### src/rtl/param_decoder_pkg.sv
// Shared types for the parameterised code decoder: operating modes and FSM states.
package decoder_pkg;

    typedef enum logic [1:0] {
        ONEHOT = 2'd0,
        THERMO = 2'd1,
        ACCUM  = 2'd2,
        SWEEP  = 2'd3
    } mode_e;

    typedef enum logic {
        ST_IDLE  = 1'b0,
        ST_SWEEP = 1'b1
    } state_e;

    localparam int IN_W_MIN = 1;
    localparam int IN_W_MAX = 6;

    function automatic int out_width(input int in_w);
        return 1 << in_w;
    endfunction

endpackage

### src/rtl/param_decoder_if.sv
// Code-in / decoded-out handshake bundle between a code source and the decoder.
interface param_decoder_if
    import decoder_pkg::*;
#(
    parameter int IN_W = 3
);
    localparam int OUT_W = out_width(IN_W);

    logic             in_valid;
    logic             in_ready;
    logic [IN_W-1:0]  in_code;
    mode_e            mode;
    logic             clear;
    logic [OUT_W-1:0] out_data;
    logic             out_valid;
    logic             busy;

    modport master (
        output in_valid, in_code, mode, clear,
        input  in_ready, out_data, out_valid, busy
    );

    modport slave (
        input  in_valid, in_code, mode, clear,
        output in_ready, out_data, out_valid, busy
    );
endinterface

### src/rtl/param_decoder_code_gen.sv
// Combinational one-hot and thermometer expansion of a binary code.
module code_gen
    import decoder_pkg::*;
#(
    parameter int IN_W  = 3,
    parameter int OUT_W = out_width(IN_W)
) (
    input  logic [IN_W-1:0]  code_i,
    output logic [OUT_W-1:0] onehot_o,
    output logic [OUT_W-1:0] thermo_o
);
    for (genvar gi = 0; gi < OUT_W; gi++) begin : g_bit
        assign onehot_o[gi] = (code_i == IN_W'(gi));
        assign thermo_o[gi] = (IN_W'(gi) <= code_i);
    end
endmodule

### src/rtl/param_decoder.sv
// Registered binary decoder with one-hot, thermometer, accumulate and sweep modes.
module param_decoder
    import decoder_pkg::*;
#(
    parameter int IN_W = 3
) (
    input  logic             clk,
    input  logic             rst,
    param_decoder_if.slave   bus
);
    localparam int OUT_W = out_width(IN_W);

    if (IN_W < IN_W_MIN || IN_W > IN_W_MAX) begin : g_bad_param
        $error("param_decoder: IN_W out of range");
    end

    logic [OUT_W-1:0] onehot;
    logic [OUT_W-1:0] thermo;
    logic [OUT_W-1:0] out_q;
    logic [OUT_W-1:0] out_d;
    logic [OUT_W-1:0] shift_d;
    logic             out_valid_q;
    state_e           state_q;
    logic             accept;

    code_gen #(
        .IN_W  (IN_W),
        .OUT_W (OUT_W)
    ) u_code_gen (
        .code_i   (bus.in_code),
        .onehot_o (onehot),
        .thermo_o (thermo)
    );

    // Ready depends only on state and clear, never on in_valid.
    assign bus.in_ready  = (state_q == ST_IDLE) && !bus.clear;
    assign accept        = bus.in_valid && bus.in_ready;
    assign shift_d       = out_q << 1;

    always_comb begin
        out_d = onehot;
        case (bus.mode)
            ONEHOT:  out_d = onehot;
            THERMO:  out_d = thermo;
            ACCUM:   out_d = out_q | onehot;
            SWEEP:   out_d = onehot;
            default: out_d = onehot;
        endcase
    end

    always_ff @(posedge clk or posedge rst) begin
        if (rst) begin
            out_q       <= '0;
            out_valid_q <= 1'b0;
            state_q     <= ST_IDLE;
        end else if (bus.clear) begin
            out_q       <= '0;
            out_valid_q <= 1'b0;
            state_q     <= ST_IDLE;
        end else if (state_q == ST_SWEEP) begin
            out_q       <= shift_d;
            out_valid_q <= 1'b1;
            // Leave once the top bit has been reached so the sweep never wraps.
            if (shift_d[OUT_W-1]) begin
                state_q <= ST_IDLE;
            end
        end else if (accept) begin
            out_q       <= out_d;
            out_valid_q <= 1'b1;
            if (bus.mode == SWEEP && !(&bus.in_code)) begin
                state_q <= ST_SWEEP;
            end
        end else begin
            out_valid_q <= 1'b0;
        end
    end

    assign bus.out_data  = out_q;
    assign bus.out_valid = out_valid_q;
    assign bus.busy      = (state_q == ST_SWEEP);

endmodule

### src/flat_wrapper.sv
// flat-port wrapper written by rule: the top's interface ports become plain ports
module param_decoder_flat import decoder_pkg::*;
#(
    parameter int IN_W = 3
)
  (clk, rst, bus_in_valid, bus_in_code, bus_mode, bus_clear, bus_in_ready, bus_out_data, bus_out_valid, bus_busy);
  param_decoder_if #(.IN_W(IN_W)) bus_i ();
  input  logic clk;
  input  logic rst;
  input wire logic [$bits(bus_i.in_valid)-1:0] bus_in_valid;
  input wire logic [$bits(bus_i.in_code)-1:0] bus_in_code;
  input wire logic [$bits(bus_i.mode)-1:0] bus_mode;
  input wire logic [$bits(bus_i.clear)-1:0] bus_clear;
  output wire logic [$bits(bus_i.in_ready)-1:0] bus_in_ready;
  output wire logic [$bits(bus_i.out_data)-1:0] bus_out_data;
  output wire logic [$bits(bus_i.out_valid)-1:0] bus_out_valid;
  output wire logic [$bits(bus_i.busy)-1:0] bus_busy;
  assign bus_i.in_valid = bus_in_valid;
  assign bus_i.in_code = bus_in_code;
  assign bus_i.mode = bus_mode;
  assign bus_i.clear = bus_clear;
  assign bus_in_ready = bus_i.in_ready;
  assign bus_out_data = bus_i.out_data;
  assign bus_out_valid = bus_i.out_valid;
  assign bus_busy = bus_i.busy;
  param_decoder #(.IN_W(IN_W)) u_core (.clk(clk), .rst(rst), .bus(bus_i));
endmodule
### config.mk
export PLATFORM = sky130hd
export DESIGN_NAME = param_decoder_flat
export DESIGN_NICKNAME = d
export VERILOG_FILES = /design/src/rtl/param_decoder_pkg.sv /design/src/rtl/param_decoder_if.sv /design/src/rtl/param_decoder_code_gen.sv /design/src/rtl/param_decoder.sv /design/src/flat_wrapper.sv
export SDC_FILE = /design/constraint.sdc
export NUM_CORES = 1
export LEC_CHECK = 0
export CORE_UTILIZATION = 47
export DETAILED_ROUTE_END_ITERATION = 8
export GPL_TIMING_DRIVEN = 0
export PLACE_DENSITY = 0.78
export SLEW_MARGIN = 20
export SYNTH_ARGS = -nofsm -noshare
export SYNTH_HDL_FRONTEND = slang
export SYNTH_SLANG_ARGS = --single-unit
### constraint.sdc
create_clock -name clk -period 1.3 [get_ports clk]
set_input_delay 0.26 -clock clk [delete_from_list [all_inputs] [get_ports clk]]
set_output_delay 0.26 -clock clk [all_outputs]
set_load 0.05 [all_outputs]
# Word level (Yosys, flattened, before mapping)
# Index checks and enable logic that the tools add are counted.
[totals]
input_bits = 9
register_bits = 10
output_inout_bits = 11
[classes]
n_lt_le_gt_ge = 8
n_bitwise = 2
n_eq_ne = 10
reduce_logical = 10
mux = 12
[op_table]
columns = ["op", "count"]
rows = [
  ["$mux 8", 3],
  ["$pmux 8 s3", 1],
  ["$eq 3x3->1 const B", 4],
  ["$le 3x3->1 const A", 4],
  ["$mux 1", 8],
  ["$or 8x8->8", 1],
  ["$eq 3x2->1 const B", 2],
  ["$le 1x3->1 const A", 2],
  ["$le 2x3->1 const A", 2],
  ["$eq 2x2->1 const B", 2],
  ["$eq 3x1->1 const B", 1],
  ["$logic_and 1x1->1", 3],
  ["$logic_not 3->1", 1],
  ["$reduce_and 3->1", 1],
  ["$reduce_bool 3->1", 1],
  ["$eq 2x1->1 const B", 1],
  ["$logic_not 1->1", 2],
  ["$logic_not 2->1", 1],
  ["$reduce_or 2->1", 1],
  ["$not 1->1", 1],
]

# Logic depth before layout (Yosys ltp)
# Gate-level depths: netlist (run 1).
[logic_depth]
ltp_word = 7
ltp_mapped = 7

# Modules after synthesis
# A second synthesis (run 1) with hierarchy kept.
[hier_totals]
cells_unflattened = 108
hier_area_um2 = 945.9
[by_module_without_submodules]
columns = ["mod", "cells_each", "n_inst", "area_per_inst_um2", "seq_area_each_um2"]
rows = [
  ["param_decoder", 88, 1, 779.5, 250.2],
  ["code_gen", 20, 1, 166.4, 0.0],
]

# Worst setup path after synthesis (run 1)
# Ideal clock, no wire load.
[synth_timing]
path_type = "register to register"
startpoint = "reg u_core.state_q, in the netlist u_core.bus.busy"
endpoint = "reg u_core.out_q[6], in the netlist u_core.bus.out_data[6]"
path_stages_with_launch = 5
path_slack_ps = -392
arrival_time_ps = 1609
required_ps = 1217
n_path_buf = 1
setup_ps = 83
path_cell_list = "dfrtp_1 -> buf_2 -> nor2_2 -> nand4_1 -> o22ai_1"
[synth_via]
elab_chain_cells = 4
[synth_lines]
columns = ["item", "line", "text"]
rows = [
  ["start: declaration", "param_decoder.sv:23", "state_e state_q;"],
  ["start signal: assignment", "param_decoder.sv:55", "state_q <= ST_IDLE;"],
  ["start signal: assignment", "param_decoder.sv:59", "state_q <= ST_IDLE;"],
  ["start signal: assignment", "param_decoder.sv:65", "state_q <= ST_IDLE;"],
  ["$not 1->1", "param_decoder.sv:36", "assign bus.in_ready = (state_q == ST_IDLE) && !bus.clear;"],
  ["$logic_and 1x1->1", "param_decoder.sv:36", ""],
  ["via bus_in_ready", "flat_wrapper.sv:14", "output wire logic [$bits(bus_i.in_ready)-1:0] bus_in_ready;"],
  ["$logic_and 1x1->1", "param_decoder.sv:37", "assign accept = bus.in_valid && bus.in_ready;"],
  ["$reduce_bool 3->1 (no line)", "--", ""],
  ["end signal: assignment", "param_decoder.sv:61", "out_q <= shift_d;"],
  ["end signal: assignment", "param_decoder.sv:68", "out_q <= out_d;"],
  ["end: declaration", "param_decoder.sv:19", "logic [OUT_W-1:0] out_q;"],
]
# The timed path passes the listed nets, and every way through them passes these cells.
# A chain may end at the register's enable or synchronous reset.

# Worst setup path after layout (run 1)
[layout_timing]
startpoint = "reg u_core.state_q, in the netlist u_core.bus.busy"
endpoint = "out bus_in_ready"
[layout_via]
elab_chain_cells = 2
[layout_lines]
columns = ["item", "line"]
rows = [
  ["$not 1->1", "param_decoder.sv:36"],
  ["$logic_and 1x1->1", "param_decoder.sv:36"],
  ["end: declaration", "flat_wrapper.sv:14"],
]
# Every way passes these cells.

==> report_table.html, run 1 <==
<table>
<tr><th>Metric</th><th>Value</th></tr>
<tr><th colspan="2">Route</th></tr>
<tr><td>Routed len/inst</td><td>between 10 and 15 um</td></tr>
<tr><td>Iteration-0 DRC count of the detailed router</td><td>29</td></tr>
<tr><td>DR vias</td><td>around 780</td></tr>
<tr><td>Routed wire length</td><td>approximately 1900 um</td></tr>
<tr><td>First-pass detailed-route iteration total</td><td>4</td></tr>
<tr><td>Total DRC errors in the routed layout</td><td>0</td></tr>
<tr><td>Via density per instance</td><td>between 5 and 6</td></tr>
<tr><td>Remaining number of nets flagged by the antenna check after routing</td><td>0</td></tr>
<tr><th colspan="2">Floorplan</th></tr>
<tr><td>Die area</td><td>1770 um2</td></tr>
<tr><td>Site Rows</td><td>14</td></tr>
<tr><td>Initial core utilization</td><td>approximately 50%</td></tr>
<tr><td>Area of the core</td><td>around 1500 um2</td></tr>
<tr><td>Height of the chip</td><td>roughly 42 um</td></tr>
<tr><td>Die Width</td><td>approximately 42 um</td></tr>
<tr><td>I/O pin count</td><td>20</td></tr>
<tr><th colspan="2">Synth</th></tr>
<tr><td>Netlist cell types</td><td>32</td></tr>
<tr><td>#FFs+latches synth</td><td>10</td></tr>
<tr><td>Syn avg cell area</td><td>between 8 and 9 um2</td></tr>
<tr><td>Post-Syn Nets</td><td>between 100 and 150</td></tr>
<tr><td>Prevailing post-synth register cell</td><td>dfrtp_1</td></tr>
<tr><td>Number of enable-type register cells in the synthesized netlist</td><td>0</td></tr>
<tr><td>Mapped Cells</td><td>92</td></tr>
<tr><td>Netlist area before placement</td><td>756 um2</td></tr>
<tr><td>YS warnings</td><td>0</td></tr>
<tr><td>Async set-or-reset flop fraction in the synthesized netlist</td><td>100%</td></tr>
<tr><td>Seq/Total Area, Yosys</td><td>approximately 33%</td></tr>
<tr><th colspan="2">Place</th></tr>
<tr><td>Number of placed instances, taps included</td><td>~130</td></tr>
<tr><td>HPWL after detailed placement</td><td>1310 um</td></tr>
<tr><td>Count of buffers from port buffering</td><td>17</td></tr>
<tr><td>Routability-driven placement congestion ratio</td><td>around 0.9</td></tr>
<tr><th colspan="2">Timing</th></tr>
<tr><td>Worst relative slew slack</td><td>slightly above 70%</td></tr>
<tr><td>Number of failing setup endpoints in the final timing report</td><td>2</td></tr>
<tr><td>Setup repair after global routing missed its margin</td><td>true</td></tr>
<tr><td>Achievable frequency</td><td>just over 0.7 GHz</td></tr>
<tr><td>Slew Limit Fails</td><td>0</td></tr>
<tr><td>Final Hold Vio Count</td><td>0</td></tr>
<tr><td>Total negative slack</td><td>-0.136 ns</td></tr>
<tr><td>Fin Clk Skew</td><td>0.00118 ns</td></tr>
<tr><td>Final Critical Period</td><td>approximately 1.4 ns</td></tr>
<tr><td>Period Utilization, post-route</td><td>108%</td></tr>
<tr><td>Worst setup slack after layout</td><td>-0.104 ns</td></tr>
<tr><td>Final hold slack</td><td>between 0.2 and 0.3 ns</td></tr>
<tr><td>Slew @ Worst Pin</td><td>between 0.4 and 0.5 ns</td></tr>
<tr><th colspan="2">Clocking</th></tr>
<tr><td>Num Clock Sinks</td><td>10</td></tr>
<tr><td>Clock latency at the later pin of the worst-skew pair</td><td>roughly 0.27 ns</td></tr>
<tr><td>Clock tree from TritonCTS</td><td>yes</td></tr>
<tr><td>Count of H-tree levels built during CTS</td><td>1</td></tr>
<tr><td>CTS clk-pin slew, worst paths</td><td>approximately 0.070 ns</td></tr>
<tr><td>Number of buffers created by CTS</td><td>3</td></tr>
<tr><td>Root buffer cell</td><td>clkbuf_4</td></tr>
<tr><td>Maximum clock insertion buffer count</td><td>2</td></tr>
<tr><th colspan="2">Setup path</th></tr>
<tr><td>Worst r2r src</td><td>u_core.bus.busy$_DFF_PP0_</td></tr>
<tr><td>Critical Setup Path Class</td><td>register to output port</td></tr>
<tr><td>Critical Path, Cell by Cell</td><td>buf_8, nor2_4, buf_6</td></tr>
<tr><td>Buffer and inverter count on the worst path</td><td>2</td></tr>
<tr><td>Cells on worst reg2reg path</td><td>5</td></tr>
<tr><td>Launch point of the worst path</td><td>u_core.bus.busy$_DFF_PP0_</td></tr>
<tr><td>Total stage count of the critical path</td><td>3</td></tr>
<tr><td>End point of the critical path</td><td>bus_in_ready</td></tr>
<tr><td>Arrival time of data at the critical path endpoint</td><td>1.14 ns</td></tr>
<tr><td>Max stage delay cell, worst path</td><td>dfrtp_2</td></tr>
<tr><td>Endpoint of the worst register-to-register path</td><td>u_core.bus.out_data[5]$_DFFE_PP0P_</td></tr>
<tr><td>Slowest stage delay, CP</td><td>0.43 ns</td></tr>
<tr><td>Family with the most delay on the worst path</td><td>flip-flops</td></tr>
<tr><td>Setup slack of the most critical reg-to-reg path</td><td>-0.03 ns</td></tr>
<tr><td>Startpoint Class</td><td>register</td></tr>
<tr><td>Max Fanout on Critical Path</td><td>4</td></tr>
<tr><td>Endpoint required time on the critical path</td><td>approximately 1.0 ns</td></tr>
<tr><td>Crit end category</td><td>output port</td></tr>
<tr><th colspan="2">Global route</th></tr>
<tr><td>Number of global-route vias before repair</td><td>just over 700</td></tr>
<tr><td>Global routing usage summed across all routing layers</td><td>around 22%</td></tr>
<tr><td>First-pass GRT wire length</td><td>3040 um</td></tr>
<tr><td>Antenna violations before repair</td><td>0</td></tr>
<tr><td>Maximum number of pins on one net before global-route repair</td><td>11</td></tr>
<tr><td>Global-route congestion overflow total</td><td>0</td></tr>
<tr><th colspan="2">Min path</th></tr>
<tr><td>Hold crit path type</td><td>primary input to asynchronous set/reset pin</td></tr>
<tr><th colspan="2">Status</th></tr>
<tr><td>Status</td><td>complete, but fails checks</td></tr>
<tr><td>Failing checks</td><td>negative setup slack</td></tr>
<tr><th colspan="2">Final layout</th></tr>
<tr><td>Most used cells in the layout excluding fill and tap cells</td><td>13 x buf_2, 9 x nor2_1, 9 x dfrtp_1, 8 x a21oi_1</td></tr>
<tr><td>Fraction of layout instances using a drive strength above 1</td><td>33.3%</td></tr>
<tr><td>Net count of the finished layout</td><td>130</td></tr>
<tr><td>Layout area overhead</td><td>34.8%</td></tr>
<tr><td>Leading cell type in the layout, fill and taps excluded</td><td>buf_2</td></tr>
<tr><td>Number of cells in the finished layout apart from fillers</td><td>133</td></tr>
<tr><td>Fraction of the core area covered by cells at the end of the flow</td><td>roughly 68%</td></tr>
<tr><td>Layout fillers</td><td>~140</td></tr>
<tr><td>Diodes inserted</td><td>0</td></tr>
<tr><th colspan="2">Power</th></tr>
<tr><td>Maximum vdd ir drop</td><td>0.000489 V</td></tr>
<tr><td>Leakage Power</td><td>about 0.47 nW</td></tr>
<tr><td>Total power per unit cell area</td><td>928 nW/um2</td></tr>
<tr><th colspan="2">Run</th></tr>
<tr><td>Total of max-cap violations</td><td>0</td></tr>
</table>
per-layer routing:
metal  vias up  GRT usage, %  share of wire [%]
li1        380             -                  -
met1       370          28.7                 47
met2        29          36.9                 46
met3         4          2.59                4.9
met4         0          12.5                2.4
met5         -             0                  0
cell families (layout without fill, tap and decap cells):
logic type	Yosys count	after routing	share of synthesized area, %
AND/OR/NAND/NOR	31	31	21.5
flip-flops	10	10	33.1
AO/OA/AOI/OAI	34	34	31.0
buffers and inverters	14	39	9.44
adder cells (fa/ha/maj)	3	3	4.97
area by class of cell:
| type | instances | area, um2 | area share, % |
|---|---|---|---|
| flip-flops and latches | 10 | 251 | 24.7 |
| inverters | 6 | 22.5 | 2.21 |
| clock buffers | 4 | 36.3 | 3.56 |
| repair buffers | 21 | 163 | 16.0 |
| well taps | 16 | 20.0 | 1.97 |
| multi-input cells | 68 | 463 | 45.5 |
| plain buffers | 8 | 62.6 | 6.14 |
synth_stat cells (all sizes together), types with 3 or more instances:
library cell,instances,area [um2]
a21oi,9,48.8
nand2b,4,25.0
o31ai,3,22.5
nand2,6,22.5
o21ai,10,53.8
a22oi,3,22.5
dfrtp,10,250
nor2,10,40.0
ha,3,37.5
buf,8,48.8
inv,6,22.5
how the worst min path moves through the flow:
stage / start / cells past startpoint / to
after floorplan: rst / 1 / u_core.bus.out_data[0]$_DFFE_PP0P_
after global placement: u_core.bus.out_data[3]$_DFFE_PP0P_ / 2 / u_core.bus.out_data[3]$_DFFE_PP0P_
after detailed placement: u_core.bus.out_data[3]$_DFFE_PP0P_ / 2 / u_core.bus.out_data[3]$_DFFE_PP0P_
after CTS: rst / 2 / u_core.bus.out_data[1]$_DFFE_PP0P_
after global routing: rst / 2 / u_core.bus.out_data[7]$_DFFE_PP0P_
final: rst / 2 / u_core.bus.out_data[0]$_DFFE_PP0P_
through the flow:
| stage | setup slack (ns) | total power (W) | area, um2 |
|---|---|---|---|
| global route | -0.123 | 0.000983 | 1020 |
| detailed placement | -0.652 | 0.000650 | 971 |
| CTS | -0.114 | 0.000935 | 997 |
| floorplan | -0.0571 | 0.000555 | 781 |
| global placement | -0.632 | 0.000646 | 971 |
| finish | -0.104 | 0.000946 | 1020 |
power by group:
group | internal [W] | switching [W] | total (W)
Clock | 0.000170 | 0.000122 | 0.000293
Sequential | 0.000328 | 0.0000154 | 0.000343
Combinational | 0.000118 | 0.000191 | 0.000309
flip-flops by register name, indices dropped and copies added (netlist names):
register              flops
u_core.bus.out_valid      1
u_core.bus.busy           1
u_core.bus.out_data       8
what timing repair did:
| action | in CTS | in global routing |
|---|---|---|
| cloned | 0 | 0 |
| hold buffers | 0 | 0 |
| gates resized for setup | 53 | 12 |
| endpoints found under the setup margin | 19 | 10 |
| buffers inserted | 0 | 4 |
| pin swaps | 1 | 2 |
(Power assumes the default switching activity.)
==> inputs of run 2 (changes only) <==
--- a/config.mk
+++ b/config.mk
@@ -5,10 +5,12 @@
 export SDC_FILE = /design/constraint.sdc
 export NUM_CORES = 1
 export LEC_CHECK = 0
-export CORE_UTILIZATION = 47
+export CORE_UTILIZATION = 51
 export DETAILED_ROUTE_END_ITERATION = 8
+export DONT_BUFFER_PORTS = 1
 export GPL_TIMING_DRIVEN = 0
-export PLACE_DENSITY = 0.78
+export PLACE_DENSITY = 0.66
+export SKIP_LAST_GASP = 1
 export SLEW_MARGIN = 20
 export SYNTH_ARGS = -nofsm -noshare
 export SYNTH_HDL_FRONTEND = slang
==> run 2 against run 1 <==
  * The flow still finishes with violations (negative setup slack)
  * Worst hold slack worse by 0.074 ns
  * Critical path depth fell by 1
  * Global-route usage grew 4.2 points
  * Fmax is 9.2% lower
  * First-iteration DRC count grew 21%
  * Highest routed layer unchanged
==> report_table.html, run 2 (synthesized netlist as in run 1, its figures left out) <==
<table>
<tr><th>Metric</th><th>Value</th></tr>
<tr><th colspan="2">Status</th></tr>
<tr><td>Status</td><td>complete, but fails checks (unchanged)</td></tr>
<tr><td>Failing checks</td><td>negative setup slack (unchanged)</td></tr>
<tr><th colspan="2">Setup path</th></tr>
<tr><td>Buffer and inverter count on the worst path</td><td>1 (was 2)</td></tr>
<tr><td>Endpoint of the worst register-to-register path</td><td>u_core.bus.out_data[4]$_DFFE_PP0P_ (was u_core.bus.out_data[5]$_DFFE_PP0P_)</td></tr>
<tr><td>Family with the most delay on the worst path</td><td>flip-flops (unchanged)</td></tr>
<tr><td>Slowest stage delay, CP</td><td>0.53 ns (was 0.43 ns)</td></tr>
<tr><td>Endpoint required time on the critical path</td><td>1.04 ns (about the same)</td></tr>
<tr><td>Critical Setup Path Class</td><td>register to output port (unchanged)</td></tr>
<tr><td>Cells on worst reg2reg path</td><td>6 (was 5)</td></tr>
<tr><td>Max stage delay cell, worst path</td><td>dfrtp_2 (unchanged)</td></tr>
<tr><td>Max Fanout on Critical Path</td><td>4 (unchanged)</td></tr>
<tr><td>Arrival time of data at the critical path endpoint</td><td>1.29 ns (was 1.14 ns)</td></tr>
<tr><td>Critical Path, Cell by Cell</td><td>buf_6, nor2_4 (was buf_8, nor2_4, buf_6)</td></tr>
<tr><td>Startpoint Class</td><td>register (unchanged)</td></tr>
<tr><td>Worst r2r src</td><td>u_core.bus.busy$_DFF_PP0_ (unchanged)</td></tr>
<tr><td>Crit end category</td><td>output port (unchanged)</td></tr>
<tr><td>Setup slack of the most critical reg-to-reg path</td><td>-0.15 ns (was -0.03 ns)</td></tr>
<tr><th colspan="2">Clocking</th></tr>
<tr><td>Maximum clock insertion buffer count</td><td>2 (unchanged)</td></tr>
<tr><td>Clock latency at the later pin of the worst-skew pair</td><td>0.27 ns (about the same)</td></tr>
<tr><td>Count of H-tree levels built during CTS</td><td>1 (unchanged)</td></tr>
<tr><td>Num Clock Sinks</td><td>10 (unchanged)</td></tr>
<tr><td>Clock tree from TritonCTS</td><td>yes (unchanged)</td></tr>
<tr><td>CTS clk-pin slew, worst paths</td><td>0.07 ns (about the same)</td></tr>
<tr><td>Number of buffers created by CTS</td><td>3 (unchanged)</td></tr>
<tr><td>Root buffer cell</td><td>clkbuf_4 (unchanged)</td></tr>
<tr><th colspan="2">Final layout</th></tr>
<tr><td>Net count of the finished layout</td><td>111 (was 130)</td></tr>
<tr><td>Leading cell type in the layout, fill and taps excluded</td><td>nor2_1 (was buf_2)</td></tr>
<tr><td>Total area of sequential cells</td><td>254 um2 (was 251 um2)</td></tr>
<tr><td>Max FFs per register</td><td>8 (unchanged)</td></tr>
<tr><td>Fraction of layout instances using a drive strength above 1</td><td>25.5% (was 33.3%)</td></tr>
<tr><td>Area occupied by multi-input gates</td><td>457 um2 (was 463 um2)</td></tr>
<tr><td>Layout area overhead</td><td>13.9% (was 34.8%)</td></tr>
<tr><td>Most used cells in the layout excluding fill and tap cells</td><td>9 x nor2_1, 8 x a21oi_1, 7 x dfrtp_1, 6 x nand2_1, 6 x inv_1 (was 13 x buf_2, 9 x nor2_1, 9 x dfrtp_1, 8 x a21oi_1)</td></tr>
<tr><td>Diodes inserted</td><td>0 (unchanged)</td></tr>
<tr><td>Layout fillers</td><td>125 (was 139)</td></tr>
<tr><th colspan="2">Min path</th></tr>
<tr><td>Worst hold start</td><td>bus_in_code[2]</td></tr>
<tr><td>Hold depth</td><td>2</td></tr>
<tr><td>WHS Endpoint</td><td>u_core.bus.out_data[6]$_DFFE_PP0P_</td></tr>
<tr><td>Hold crit path type</td><td>primary input to register (was primary input to asynchronous set/reset pin)</td></tr>
<tr><th colspan="2">Global route</th></tr>
<tr><td>Number of global-route vias before repair</td><td>620 (was 706)</td></tr>
<tr><td>First-pass GRT wire length</td><td>2860 um (was 3040 um)</td></tr>
<tr><td>Maximum number of pins on one net before global-route repair</td><td>11 (unchanged)</td></tr>
<tr><td>Global routing usage summed across all routing layers</td><td>26.7% (was 22.5%)</td></tr>
<tr><td>Global-route congestion overflow total</td><td>0 (unchanged)</td></tr>
<tr><td>Antenna violations before repair</td><td>0 (unchanged)</td></tr>
<tr><th colspan="2">Route</th></tr>
<tr><td>Via density per instance</td><td>6.22 (was 5.89)</td></tr>
<tr><td>Remaining number of nets flagged by the antenna check after routing</td><td>0 (unchanged)</td></tr>
<tr><td>Routed len/inst</td><td>16.3 um (was 14.5 um)</td></tr>
<tr><td>First-pass detailed-route iteration total</td><td>4 (unchanged)</td></tr>
<tr><td>Iteration-0 DRC count of the detailed router</td><td>35 (was 29)</td></tr>
<tr><td>Total DRC errors in the routed layout</td><td>0 (unchanged)</td></tr>
<tr><td>Routed wire length</td><td>1840 um (was 1920 um)</td></tr>
<tr><td>DR vias</td><td>703 (was 783)</td></tr>
<tr><th colspan="2">Floorplan</th></tr>
<tr><td>Initial core utilization</td><td>56.7% (was 50.2%)</td></tr>
<tr><td>Die Width</td><td>40.5 um (was 42.1 um)</td></tr>
<tr><td>Height of the chip</td><td>40.5 um (was 42.1 um)</td></tr>
<tr><td>Die area</td><td>1640 um2 (was 1770 um2)</td></tr>
<tr><td>Site Rows</td><td>13 (was 14)</td></tr>
<tr><td>Area of the core</td><td>1330 um2 (was 1510 um2)</td></tr>
<tr><td>I/O pin count</td><td>20 (unchanged)</td></tr>
<tr><th colspan="2">Place</th></tr>
<tr><td>Routability-driven placement congestion ratio</td><td>0.889 (was 0.899)</td></tr>
<tr><td>Count of buffers from port buffering</td><td>0 (was 17)</td></tr>
<tr><td>HPWL after detailed placement</td><td>1280 um (was 1310 um)</td></tr>
<tr><th colspan="2">Timing</th></tr>
<tr><td>Number of failing setup endpoints in the final timing report</td><td>7 (was 2)</td></tr>
<tr><td>Slew Limit Fails</td><td>0 (unchanged)</td></tr>
<tr><td>Fin Clk Skew</td><td>0.00302 ns (was 0.00118 ns)</td></tr>
<tr><td>Period Utilization, post-route</td><td>119% (was 108%)</td></tr>
<tr><td>Setup repair after global routing missed its margin</td><td>true (unchanged)</td></tr>
<tr><td>Worst setup slack after layout</td><td>-0.246 ns (was -0.104 ns)</td></tr>
<tr><td>Final Hold Vio Count</td><td>0 (unchanged)</td></tr>
<tr><td>Final hold slack</td><td>0.204 ns (was 0.277 ns)</td></tr>
<tr><td>Slew @ Worst Pin</td><td>0.556 ns (was 0.414 ns)</td></tr>
<tr><td>Worst relative slew slack</td><td>62.9% (was 72.4%)</td></tr>
<tr><td>Final Critical Period</td><td>1.55 ns (was 1.40 ns)</td></tr>
<tr><td>Total negative slack</td><td>-0.867 ns (was -0.136 ns)</td></tr>
<tr><td>Achievable frequency</td><td>0.647 GHz (was 0.712 GHz)</td></tr>
<tr><th colspan="2">Power</th></tr>
<tr><td>Total power per unit cell area</td><td>1030 nW/um2 (was 928 nW/um2)</td></tr>
<tr><td>Leakage Power</td><td>0.365 nW (was 0.471 nW)</td></tr>
<tr><td>Maximum vdd ir drop</td><td>0.000598 V (was 0.000489 V)</td></tr>
<tr><th colspan="2">Run</th></tr>
<tr><td>Total of max-cap violations</td><td>0 (unchanged)</td></tr>
</table>
run 2: cell types whose count changed in the layout (fill, tap and decap cells not counted), sizes merged:
cell / change
buf: -12
clkbuf: -1
clkdlybuf4s15: -3
clkdlybuf4s50: -3
dlygate4sd3: +1
dlymetal6s2s: -1
run 2: timing repair:
item                                    in CTS  in global routing
hold buffers                                 1                  0
hold endpoints to repair                    10                  0
gates resized for setup                      1                  2
endpoints found under the setup margin       7                  9
pin swaps                                    2                  0
buffers inserted                             1                  0
run 2: layout make-up:
cell class                 count  share of cell area [%]
multi-input combinational     68                    53.1
buffer                         8                    6.40
clock buffer                   4                    4.22
timing repair buffer           2                    2.03
inverter                       6                    2.62
sequential                    10                    29.5
tap                           15                    2.18
run 2: power breakdown:
group	total (W)	switching [W]	leakage (nW)	internal, W
clock	0.000294	0.000124	0.0210	0.000170
sequential	0.000407	0.0000793	0.131	0.000328
combinational	0.000185	0.000110	0.213	0.0000755
run 2: worst max path at each step:
stage / startpoint / endpoint / slack [ns] / depth (start not counted)
after floorplan: u_core.bus.busy$_DFF_PP0_ / u_core.bus.out_data[6]$_DFFE_PP0P_ / -0.06 / 4
after global placement: u_core.bus.busy$_DFF_PP0_ / u_core.bus.out_data[7]$_DFFE_PP0P_ / -0.17 / 4
after CTS: u_core.bus.busy$_DFF_PP0_ / bus_in_ready / -0.25 / 2
after detailed placement: u_core.bus.busy$_DFF_PP0_ / u_core.bus.out_data[7]$_DFFE_PP0P_ / -0.19 / 4
final: u_core.bus.busy$_DFF_PP0_ / bus_in_ready / -0.25 / 2
after global routing: u_core.bus.busy$_DFF_PP0_ / bus_in_ready / -0.28 / 2
run 2: layer usage:
| layer | track usage [%] | share of wire [%] |
|---|---|---|
| met1 | 36.2 | 44 |
| met2 | 41.7 | 48 |
| met3 | 7.78 | 7.6 |
| met4 | 5.00 | 0.76 |
| met5 | 0 | 0 |
run 2: metrics by stage:
stage	power [W]	cells	instance area (um2)	setup WS, ns	util (%)
6_report	0.000886	113	861	-0.246	64.5
2_1_floorplan	0.000555	92	781	-0.0571	-
3_5_place_dp	0.000590	107	800	-0.192	59.9
4_1_cts	0.000882	113	855	-0.249	64.1
5_1_grt	0.000920	113	861	-0.280	64.5
3_3_place_gp	0.000588	107	800	-0.166	59.9
==> inputs of run 3 (changes only) <==
--- a/config.mk
+++ b/config.mk
@@ -9,6 +9,7 @@
 export DETAILED_ROUTE_END_ITERATION = 8
 export DONT_BUFFER_PORTS = 1
 export GPL_TIMING_DRIVEN = 0
+export MAX_ROUTING_LAYER = met4
 export PLACE_DENSITY = 0.66
 export SKIP_LAST_GASP = 1
 export SLEW_MARGIN = 20
==> run 3 against run 2 <==
  * The run still ends with negative setup slack left
  * Worst setup slack lost 0.0028 ns
  * Final cell count is the same
  * Routed wire length grew 0.65%
  * Sequential share of layout area is the same
  * Final area is the same
  * Critical path type unchanged
  * First-iteration DRC count shrank 20%
  * Global-route usage grew 1.1 points
==> report_table.html, run 3 (synthesized netlist as in run 1, its figures left out) <==
<table>
<tr><th>Metric</th><th>Value</th></tr>
<tr><th colspan="2">Status</th></tr>
<tr><td>Status</td><td>complete, but fails checks (unchanged)</td></tr>
<tr><td>Failing checks</td><td>negative setup slack (unchanged)</td></tr>
<tr><th colspan="2">Clocking</th></tr>
<tr><td>Num Clock Sinks</td><td>10 (unchanged)</td></tr>
<tr><td>Maximum clock insertion buffer count</td><td>2 (unchanged)</td></tr>
<tr><td>Count of H-tree levels built during CTS</td><td>1 (unchanged)</td></tr>
<tr><td>CTS clk-pin slew, worst paths</td><td>0.07 ns (about the same)</td></tr>
<tr><td>Clock tree from TritonCTS</td><td>yes (unchanged)</td></tr>
<tr><td>Root buffer cell</td><td>clkbuf_4 (unchanged)</td></tr>
<tr><td>Number of buffers created by CTS</td><td>3 (unchanged)</td></tr>
<tr><td>Clock latency at the later pin of the worst-skew pair</td><td>0.27 ns (about the same)</td></tr>
<tr><th colspan="2">Place</th></tr>
<tr><td>HPWL after detailed placement</td><td>1280 um (unchanged)</td></tr>
<tr><td>Count of buffers from port buffering</td><td>0 (unchanged)</td></tr>
<tr><td>Area of placed instances</td><td>800 um2 (unchanged)</td></tr>
<tr><td>Routability-driven placement congestion ratio</td><td>0.903 (was 0.889)</td></tr>
<tr><th colspan="2">Min path</th></tr>
<tr><td>Hold crit path type</td><td>primary input to register (unchanged)</td></tr>
<tr><th colspan="2">Route</th></tr>
<tr><td>Routed len/inst</td><td>16.4 um (was 16.3 um)</td></tr>
<tr><td>Iteration-0 DRC count of the detailed router</td><td>28 (was 35)</td></tr>
<tr><td>DR vias</td><td>727 (was 703)</td></tr>
<tr><td>Via density per instance</td><td>6.43 (was 6.22)</td></tr>
<tr><td>First-pass detailed-route iteration total</td><td>6 (was 4)</td></tr>
<tr><td>Routed wire length</td><td>1850 um (was 1840 um)</td></tr>
<tr><td>Remaining number of nets flagged by the antenna check after routing</td><td>0 (unchanged)</td></tr>
<tr><td>Total DRC errors in the routed layout</td><td>0 (unchanged)</td></tr>
<tr><th colspan="2">Timing</th></tr>
<tr><td>Fin Clk Skew</td><td>0.00365 ns (was 0.00302 ns)</td></tr>
<tr><td>Slew @ Worst Pin</td><td>0.550 ns (was 0.556 ns)</td></tr>
<tr><td>Number of failing setup endpoints in the final timing report</td><td>7 (unchanged)</td></tr>
<tr><td>Achievable frequency</td><td>0.646 GHz (was 0.647 GHz)</td></tr>
<tr><td>Final Critical Period</td><td>1.55 ns (about the same)</td></tr>
<tr><td>Slew Limit Fails</td><td>0 (unchanged)</td></tr>
<tr><td>Final hold slack</td><td>0.205 ns (was 0.204 ns)</td></tr>
<tr><td>Setup repair after global routing missed its margin</td><td>true (unchanged)</td></tr>
<tr><td>Worst setup slack after layout</td><td>-0.249 ns (was -0.246 ns)</td></tr>
<tr><td>Final Hold Vio Count</td><td>0 (unchanged)</td></tr>
<tr><td>Period Utilization, post-route</td><td>119% (about the same)</td></tr>
<tr><td>Worst relative slew slack</td><td>63.3% (was 62.9%)</td></tr>
<tr><th colspan="2">Global route</th></tr>
<tr><td>Antenna violations before repair</td><td>0 (unchanged)</td></tr>
<tr><td>First-pass GRT wire length</td><td>2900 um (was 2860 um)</td></tr>
<tr><td>Maximum number of pins on one net before global-route repair</td><td>11 (unchanged)</td></tr>
<tr><td>Global-route congestion overflow total</td><td>0 (unchanged)</td></tr>
<tr><td>Number of global-route vias before repair</td><td>615 (was 620)</td></tr>
<tr><td>Global routing usage summed across all routing layers</td><td>27.8% (was 26.7%)</td></tr>
<tr><th colspan="2">Floorplan</th></tr>
<tr><td>Initial core utilization</td><td>56.7% (unchanged)</td></tr>
<tr><td>Die Width</td><td>40.5 um (unchanged)</td></tr>
<tr><td>Area of the core</td><td>1330 um2 (unchanged)</td></tr>
<tr><td>Die area</td><td>1640 um2 (unchanged)</td></tr>
<tr><td>I/O pin count</td><td>20 (unchanged)</td></tr>
<tr><td>Height of the chip</td><td>40.5 um (unchanged)</td></tr>
<tr><td>Site Rows</td><td>13 (unchanged)</td></tr>
<tr><th colspan="2">Power</th></tr>
<tr><td>Clock power frac</td><td>33.2% (about the same)</td></tr>
<tr><td>Switching power share of the total</td><td>35.4% (was 35.3%)</td></tr>
<tr><td>Leakage Power</td><td>0.365 nW (unchanged)</td></tr>
<tr><td>Maximum vdd ir drop</td><td>0.000601 V (was 0.000598 V)</td></tr>
<tr><td>Total net switching power</td><td>0.000314 W (was 0.000313 W)</td></tr>
<tr><td>Sequential Power Share</td><td>45.9% (about the same)</td></tr>
<tr><td>Combinational cell fraction of total power</td><td>21.0% (was 20.9%)</td></tr>
<tr><td>Total power per unit cell area</td><td>1030 nW/um2 (about the same)</td></tr>
<tr><td>Internal</td><td>0.000573 W (about the same)</td></tr>
<tr><th colspan="2">Setup path</th></tr>
<tr><td>Critical Setup Path Class</td><td>register to output port (unchanged)</td></tr>
<tr><td>Startpoint Class</td><td>register (unchanged)</td></tr>
<tr><td>Max Fanout on Critical Path</td><td>4 (unchanged)</td></tr>
<tr><td>Endpoint required time on the critical path</td><td>1.04 ns (about the same)</td></tr>
<tr><td>Arrival time of data at the critical path endpoint</td><td>1.29 ns (about the same)</td></tr>
<tr><td>Crit end category</td><td>output port (unchanged)</td></tr>
<tr><th colspan="2">Final layout</th></tr>
<tr><td>Net count of the finished layout</td><td>111 (unchanged)</td></tr>
<tr><td>Layout area overhead</td><td>13.9% (unchanged)</td></tr>
<tr><td>Most used cells in the layout excluding fill and tap cells</td><td>9 x nor2_1, 8 x a21oi_1, 7 x dfrtp_1, 6 x nand2_1, 6 x inv_1 (unchanged)</td></tr>
<tr><td>Area of all placed cells without fillers</td><td>861 um2 (unchanged)</td></tr>
<tr><td>Layout fillers</td><td>125 (unchanged)</td></tr>
<tr><td>Max FFs per register</td><td>8 (unchanged)</td></tr>
<tr><td>Leading cell type in the layout, fill and taps excluded</td><td>nor2_1 (unchanged)</td></tr>
<tr><td>Fraction of layout instances using a drive strength above 1</td><td>25.5% (unchanged)</td></tr>
<tr><td>Diodes inserted</td><td>0 (unchanged)</td></tr>
<tr><th colspan="2">Run</th></tr>
<tr><td>Total of max-cap violations</td><td>0 (unchanged)</td></tr>
</table>
run 3: final cells by class:
type | instances | area, um2 | area share (%)
flip-flops and latches | 10 | 254 | 29.5
repair buffers | 2 | 17.5 | 2.03
plain buffers | 8 | 55.1 | 6.40
multi-input cells | 68 | 457 | 53.1
well taps | 15 | 18.8 | 2.18
inverters | 6 | 22.5 | 2.62
clock buffers | 4 | 36.3 | 4.22
run 3: final timing paths:
path                                                    start                                  to  slack (ns)  depth (start not counted)
max                                 u_core.bus.busy$_DFF_PP0_                        bus_in_ready       -0.25                          2
min                                            bus_in_code[2]  u_core.bus.out_data[6]$_DFFE_PP0P_        0.21                          2
max reg2reg                         u_core.bus.busy$_DFF_PP0_  u_core.bus.out_data[5]$_DFFE_PP0P_       -0.16                          5
min reg2reg                u_core.bus.out_data[3]$_DFFE_PP0P_  u_core.bus.out_data[3]$_DFFE_PP0P_        0.70                          2
max in group asynchronous                                 rst  u_core.bus.out_data[3]$_DFFE_PP0P_        0.60                          2
min in group asynchronous                                 rst      u_core.bus.out_valid$_DFF_PP0_        0.40                          2
run 3: what timing repair did:
item                       CTS  global route
pin swaps                    2             0
resized for setup            1             2
setup endpoints to repair    7             9
hold buffers                 1             0
hold endpoints to repair    10             0
setup buffers                1             0
run 3: layer usage:
layer	global-route usage, %	part of all wire (%)	wire length, um
met1	37.5	44	812
met2	41.3	47	877
met3	7.78	7.6	141
met5	-	0	0
met4	5.00	0.97	18
run 3: power groups by stage:
stage          registers, W  logic, W  clock network, W
3_3_place_gp       0.000412  0.000175                 0
2_1_floorplan      0.000408  0.000147                 0
4_1_cts            0.000407  0.000183          0.000291
6_report           0.000407  0.000186          0.000294
5_1_grt            0.000410  0.000204          0.000307
3_5_place_dp       0.000413  0.000177                 0
run 3: worst max-delay path, stage by stage, from the launching register on:
cell	delay [ns]
dfrtp_2	0.53
buf_6	0.18
nor2_4	0.31
run 3: through the flow:
step	TNS, ns	std cells	setup slack [ns]	power [W]	utilization [%]
after floorplan	-0.127	92	-0.0571	0.000555	-
after global placement	-0.632	107	-0.166	0.000588	59.9
after detailed placement	-0.610	107	-0.192	0.000590	59.9
after CTS	-0.885	113	-0.249	0.000882	64.1
after global routing	-1.33	113	-0.280	0.000921	64.5
final	-0.916	113	-0.249	0.000887	64.5
